## config.mk

```make
export PLATFORM = sky130hd
export DESIGN_NAME = muldiv_unit
export DESIGN_NICKNAME = d
export VERILOG_FILES = /design/src/rtl/muldiv_unit_pkg.sv /design/src/rtl/muldiv_sign_fix.sv /design/src/rtl/muldiv_unit.sv
export SDC_FILE = /design/constraint.sdc
export NUM_CORES = 1
export LEC_CHECK = 0
export BUFFER_PORTS_ARGS = -buffer_cell sky130_fd_sc_hd__buf_2
export CAP_MARGIN = 10
export CORE_UTILIZATION = 45
export DETAILED_ROUTE_END_ITERATION = 12
export SYNTH_ARGS = -nofsm -noshare
export SYNTH_HDL_FRONTEND = slang
export SYNTH_HIERARCHICAL = 1
export SYNTH_SLANG_ARGS = --single-unit
```

## constraint.sdc

```tcl
create_clock -name CLK -period 11.15 [get_ports CLK]
set_clock_uncertainty 0.1 [all_clocks]
set_input_delay 0.5575 -clock CLK [delete_from_list [all_inputs] [get_ports CLK]]
set_output_delay 0.5575 -clock CLK [all_outputs]
set_load 0.05 [all_outputs]
```

## src/rtl/muldiv_unit_pkg.sv

```systemverilog
// ============================================================================
// muldiv_unit_pkg : shared ALU / RV32M opcode definitions and helpers
// Revision 1.0 - initial release
// ============================================================================
`default_nettype none

package muldiv_unit_pkg;

  typedef enum logic [3:0] {
    ALU_ADD  = 4'd0,
    ALU_SUB  = 4'd1,
    ALU_SLL  = 4'd2,
    ALU_SLT  = 4'd3,
    ALU_SLTU = 4'd4,
    ALU_XOR  = 4'd5,
    ALU_SRL  = 4'd6,
    ALU_SRA  = 4'd7,
    ALU_OR   = 4'd8,
    ALU_AND  = 4'd9
  } alu_op_e;

  // RV32M funct3 encodings
  typedef enum logic [2:0] {
    MD_MUL    = 3'd0,
    MD_MULH   = 3'd1,
    MD_MULHSU = 3'd2,
    MD_MULHU  = 3'd3,
    MD_DIV    = 3'd4,
    MD_DIVU   = 3'd5,
    MD_REM    = 3'd6,
    MD_REMU   = 3'd7
  } muldiv_op_e;

  function automatic logic md_signed_rs1(input muldiv_op_e op);
    case (op)
      MD_MUL, MD_MULH, MD_MULHSU, MD_DIV, MD_REM: return 1'b1;
      default:                                   return 1'b0;
    endcase
  endfunction

  function automatic logic md_signed_rs2(input muldiv_op_e op);
    case (op)
      MD_MUL, MD_MULH, MD_DIV, MD_REM: return 1'b1;
      default:                         return 1'b0;
    endcase
  endfunction

  function automatic logic md_is_div(input muldiv_op_e op);
    case (op)
      MD_DIV, MD_DIVU, MD_REM, MD_REMU: return 1'b1;
      default:                          return 1'b0;
    endcase
  endfunction

endpackage

`default_nettype wire

```

## src/rtl/muldiv_sign_fix.sv

```systemverilog
// ============================================================================
// muldiv_sign_fix : combinational conditional two's-complement negate
// Revision 1.0 - initial release
// ============================================================================
`default_nettype none

module muldiv_sign_fix #(
  parameter int WIDTH = 32
) (
  input  logic [WIDTH-1:0] data_i,
  input  logic             neg_i,
  output logic [WIDTH-1:0] data_o
);

  localparam logic [WIDTH-1:0] C_ONE = {{(WIDTH-1){1'b0}}, 1'b1};

  assign data_o = neg_i ? (~data_i + C_ONE) : data_i;

endmodule

`default_nettype wire

```

## src/rtl/muldiv_unit.sv

```systemverilog
// ============================================================================
// muldiv_unit : iterative radix-2 RV32M multiply/divide, fixed 33-edge latency
// Revision 1.0 - initial release
// ============================================================================
`default_nettype none

module muldiv_unit
  import muldiv_unit_pkg::*;
(
  input  logic        CLK,
  input  logic        RESET,
  input  logic [31:0] DATA1,
  input  logic [31:0] DATA2,
  input  logic [2:0]  MULDIV_OPCODE,
  input  logic        START,
  output logic        BUSY,
  output logic        DONE,
  output logic [31:0] MULDIV_RESULT
);

  typedef enum logic [1:0] {
    ST_IDLE = 2'd0,
    ST_CALC = 2'd1,
    ST_DONE = 2'd2
  } state_e;

  state_e      state_q, state_d;
  logic [4:0]  cnt_q,   cnt_d;
  logic        last_q,  last_d;
  logic [63:0] acc_q,   acc_d;
  logic [31:0] opb_q,   opb_d;
  muldiv_op_e  op_q,    op_d;
  logic        sa_q,    sa_d;
  logic        sb_q,    sb_d;
  logic [31:0] res_q,   res_d;

  muldiv_op_e  op_in;
  logic        neg_a_in, neg_b_in;
  logic [31:0] mag_a, mag_b;
  logic [32:0] mul_sum, div_diff;
  logic [63:0] prod_fix;
  logic [31:0] quot_fix, rem_fix;

  assign op_in    = muldiv_op_e'(MULDIV_OPCODE);
  assign neg_a_in = md_signed_rs1(op_in) & DATA1[31];
  assign neg_b_in = md_signed_rs2(op_in) & DATA2[31];

  muldiv_sign_fix #(.WIDTH(32)) u_fix_a (.data_i(DATA1), .neg_i(neg_a_in), .data_o(mag_a));
  muldiv_sign_fix #(.WIDTH(32)) u_fix_b (.data_i(DATA2), .neg_i(neg_b_in), .data_o(mag_b));

  assign mul_sum  = {1'b0, acc_q[63:32]} + {1'b0, opb_q};
  // Partial remainder shifted left by one, minus divisor; bit 32 is the borrow
  assign div_diff = acc_q[63:31] - {1'b0, opb_q};

  muldiv_sign_fix #(.WIDTH(64)) u_fix_prod (
    .data_i(acc_q), .neg_i(sa_q ^ sb_q), .data_o(prod_fix));
  // A zero divisor keeps the all-ones quotient regardless of dividend sign
  muldiv_sign_fix #(.WIDTH(32)) u_fix_quot (
    .data_i(acc_q[31:0]), .neg_i((sa_q ^ sb_q) & (|opb_q)), .data_o(quot_fix));
  muldiv_sign_fix #(.WIDTH(32)) u_fix_rem (
    .data_i(acc_q[63:32]), .neg_i(sa_q), .data_o(rem_fix));

  always_ff @(posedge CLK) begin
    if (RESET) begin
      state_q <= ST_IDLE;
      cnt_q   <= 5'd0;
      last_q  <= 1'b0;
      acc_q   <= 64'd0;
      opb_q   <= 32'd0;
      op_q    <= MD_MUL;
      sa_q    <= 1'b0;
      sb_q    <= 1'b0;
      res_q   <= 32'd0;
    end else begin
      state_q <= state_d;
      cnt_q   <= cnt_d;
      last_q  <= last_d;
      acc_q   <= acc_d;
      opb_q   <= opb_d;
      op_q    <= op_d;
      sa_q    <= sa_d;
      sb_q    <= sb_d;
      res_q   <= res_d;
    end
  end

  always_comb begin
    state_d = state_q;
    cnt_d   = cnt_q;
    last_d  = last_q;
    acc_d   = acc_q;
    opb_d   = opb_q;
    op_d    = op_q;
    sa_d    = sa_q;
    sb_d    = sb_q;
    res_d   = res_q;

    case (state_q)
      ST_IDLE, ST_DONE: begin
        if (START) begin
          state_d = ST_CALC;
          cnt_d   = 5'd0;
          last_d  = 1'b0;
          acc_d   = {32'd0, mag_a};
          opb_d   = mag_b;
          op_d    = op_in;
          sa_d    = neg_a_in;
          sb_d    = neg_b_in;
        end else begin
          state_d = ST_IDLE;
        end
      end

      ST_CALC: begin
        if (!last_q) begin
          cnt_d = cnt_q + 5'd1;
          if (cnt_q == 5'd31) begin
            last_d = 1'b1;
          end
          if (md_is_div(op_q)) begin
            acc_d = div_diff[32] ? {acc_q[62:0], 1'b0}
                                 : {div_diff[31:0], acc_q[30:0], 1'b1};
          end else begin
            acc_d = acc_q[0] ? {mul_sum, acc_q[31:1]} : {1'b0, acc_q[63:1]};
          end
        end else begin
          // Iterations finished: sign-correct and publish the result
          state_d = ST_DONE;
          last_d  = 1'b0;
          case (op_q)
            MD_MUL:                       res_d = prod_fix[31:0];
            MD_MULH, MD_MULHSU, MD_MULHU: res_d = prod_fix[63:32];
            MD_DIV, MD_DIVU:              res_d = quot_fix;
            default:                      res_d = rem_fix;
          endcase
        end
      end

      default: state_d = ST_IDLE;
    endcase
  end

  assign BUSY          = (state_q == ST_CALC) && !last_q;
  assign DONE          = (state_q == ST_DONE);
  assign MULDIV_RESULT = res_q;

endmodule

`default_nettype wire

```

==> flow_summary.json <==
{
  "status": "complete, no violations",
  "area_delta_synth_final_pct": 8.77,
  "clk_path_buf_depth": 2,
  "ios": 104,
  "combPwrFrac_pct": 39.3,
  "slew_violations": 0,
  "cp_slowest_cell": "dfxtp_1",
  "grt_antenna_before_repair": 0,
  "setup_tns_ps": 0,
  "drv_cap": 0,
  "synth-edff-count": 0,
  "fill_cells": 3386,
  "crit_path_frequent_cell": "a21oi_1",
  "final_cell_mix": "222 x nand2_1, 215 x nor2_1, 212 x xnor2_1",
  "finalWorstSetupSlack_ps": 6770,
  "h-tree-depth": 4,
  "drt_iter0_markers": 1342,
  "path_buf_inv": 2,
  "core_area_sq_um": 33600,
  "num_rows": 67,
  "ys.flop_type": "dfxtp_1",
  "fmax_mhz": 228,
  "reg2regPathDepth": 13,
  "final_net_count": 2246,
  "power.density_nw_per_um2": 117,
  "cts_tree": "done",
  "synthArstFlopShare_pct": 0,
  "cp-end-kind": "flop",
  "clock_sinks": 141,
  "dp_slack_ps": 6830,
  "die_h_um": 187,
  "hp-class": "input port to flop",
  "grt_overflow": 0,
  "layout_commonest_cell": "nand2_1",
  "min_path_cells": 3,
  "grt_max_degree": 74,
  "post_cts_buffers": 0,
  "path_depth": 13,
  "syn-instance-count": 2084,
  "crit_path_cell_trace": "inv_1 > ha_1 > fa_1 > nand2b_1 > a21oi_1 > o211ai_1 > a2111oi_4 > nor4b_1 > nor4_4 > buf_4 > mux2_2 > a21oi_1 > o21ai_1",
  "die_w_um": 187,
  "diodes": 0,
  "routed_wl_um": 49900,
  "setup_viol": 0,
  "yosysWarnings": 6,
  "ir_worst_vdd_uv": 114,
  "cp_slowest_stage_delay_ps": 560,
  "rsz0062_at_grt": "false",
  "grtUsageTotal_pct": 28.4,
  "antenna_left": 0,
  "fin_crit_sh_pct": 39.3,
  "critical_path.top_delay_family": "compound AO/OA/AOI/OAI gates",
  "power_leakage_uw": 0.00647,
  "grt_pass1_vias": 14661,
  "period_needed_ps": 4380,
  "post_drt_via_cell_ratio": 6.14,
  "cp-start-kind": "flop",
  "crit_path_max_fanout": 54,
  "final_layout_size_suffix_gt1_share_pct": 11.9,
  "p_int_uw": 1150,
  "portBuffers": 103,
  "clk_latency_ps": 450,
  "drtPass1Iterations": 5,
  "cts_resized": 0,
  "cts_root_buf": "clkbuf_16",
  "syn_nets": 2227,
  "syn-cell-area_sq_um": 15400,
  "tightest_slew_ps": 1200,
  "switching_share_pct": 41.6,
  "wl_per_cell_um": 19.5,
  "critical_path_arrival_ps": 4590,
  "clk_pin_slew_ps": 70,
  "cts_hold_buf": 0,
  "route.detailed.drc": 0,
  "dp_hpwl_um": 36400,
  "die_area_sq_um": 34900,
  "synth_seq_cells": 141,
  "synth.distinct_cells": 85,
  "via_count": 15741,
  "max-slew-margin-rel_pct": 19.7,
  "hold_viol": 0,
  "yosysSeqAreaShare_pct": 18.4,
  "pwr-share-seq_pct": 30.8,
  "switchingPower_uw": 818,
  "grt_pass1_wl_um": 80400,
  "pwr-share-clk_pct": 29.9,
  "syn_avg_cell_area_sq_um": 7.38,
  "start_util_pct": 45.8,
  "cts_buffers": 17,
  "whs_ps": 275,
  "gp_congestion": 0.949,
  "cp.required_ps": 11360,
  "critPathKind": "flop to flop"
}
## synth_stat cells, drive strengths merged (6+ instances only)
cell type,instances,area share (%)
o211ai,20,0.98
o21a,14,0.68
or2,15,0.61
ha,71,5.8
mux2,6,0.44
nor2,217,5.3
inv,89,2.2
a31oi,8,0.33
xnor2,212,12
a211oi,13,0.63
nand2b,28,1.1
a21o,26,1.3
a22o,11,0.63
o21bai,8,0.39
o22ai,32,1.3
nor3,63,2.2
nand3b,7,0.34
and2,8,0.33
or2b,8,0.39
o211a,6,0.39
xor2,24,1.4
a21oi,196,6.4
buf,30,0.98
o21ai,113,3.7
a221oi,30,1.7
mux2i,46,3.0
and3,11,0.45
nor4,39,3.4
dfxtp,141,18
o41ai,50,3.9
nand3,35,1.3
or3,20,0.89
nor2b,20,0.81
nand2,222,5.4
nand4,24,1.1
clkbuf,90,2.2
o31ai,65,3.4
or4,16,0.94
## sequential cells by signal, indices dropped and copies added, names as in the netlist
| register | flops |
|---|---|
| op_q | 3 |
| last_q | 1 |
| sa_q | 1 |
| acc_q | 64 |
| MULDIV_RESULT | 32 |
| state_q | 2 |
| opb_q | 32 |
| sb_q | 1 |
| cnt_q | 5 |
## final timing paths
path                    startpoint   endpoint  slack, ps
hold reg to reg           cnt_q[4]   cnt_q[4]        370
setup reg to reg         acc_q[31]  acc_q[41]       6770
setup / recovery         acc_q[31]  acc_q[41]       6770
hold / removal    MULDIV_OPCODE[0]    op_q[0]        270
## cell families (layout without fill, tap and decap cells)
family / Yosys count / after routing / synth area share (%)
AOI/OAI and AO/OA: 629 / 629 / 27.9
buffers and inverters: 209 / 241 / 5.35
and+or+nand+nor: 744 / 744 / 25.5
DFF: 141 / 141 / 18.4
muxes: 52 / 52 / 3.43
xor gates and xnor gates: 236 / 236 / 13.4
adders and majority gates: 73 / 73 / 6.04
## worst min-delay path: cells and delay by family
kind | cells | cell delay (ps)
compound gates | 1 | 50
simple gates | 1 | 60
buf+inv | 1 | 110
## power by group through the flow
stage / combinational, uW / clock [uW] / sequential, uW
after floorplan: 598 / 0 / 582
after global placement: 753 / 0 / 614
after detailed placement: 760 / 0 / 615
after CTS: 764 / 596 / 604
after global routing: 849 / 613 / 609
final: 773 / 587 / 605
## metrics by stage
| stage | instance area (sq um) | util (%) | instances | power [uW] |
|---|---|---|---|---|
| CTS | 16700 | 49.8 | 2564 | 1960 |
| detailed placement | 16100 | 48.0 | 2532 | 1370 |
| finish | 16700 | 49.8 | 2564 | 1970 |
| global route | 16700 | 49.8 | 2564 | 2070 |
| global placement | 16100 | 48.0 | 2532 | 1370 |
| floorplan | 15400 | - | 2084 | 1180 |
## layout make-up
class | instances | area, sq um | share of cell area, %
clock inverter | 14 | 140 | 0.838
clock buffer | 18 | 450 | 2.69
sequential | 141 | 2830 | 16.9
inverter | 89 | 334 | 2.00
timing repair buffer | 120 | 646 | 3.86
tap | 448 | 561 | 3.35
multi-input combinational | 1734 | 11800 | 70.4
## metal layers
layer	track usage [%]	vias to the layer above	routed length, um
li1	-	7622	-
met2	47.6	522	23500
met4	10.7	0	1680
met3	2.72	93	2550
met5	0	-	0
met1	37.6	7504	22300
(Power assumes the default switching activity.)
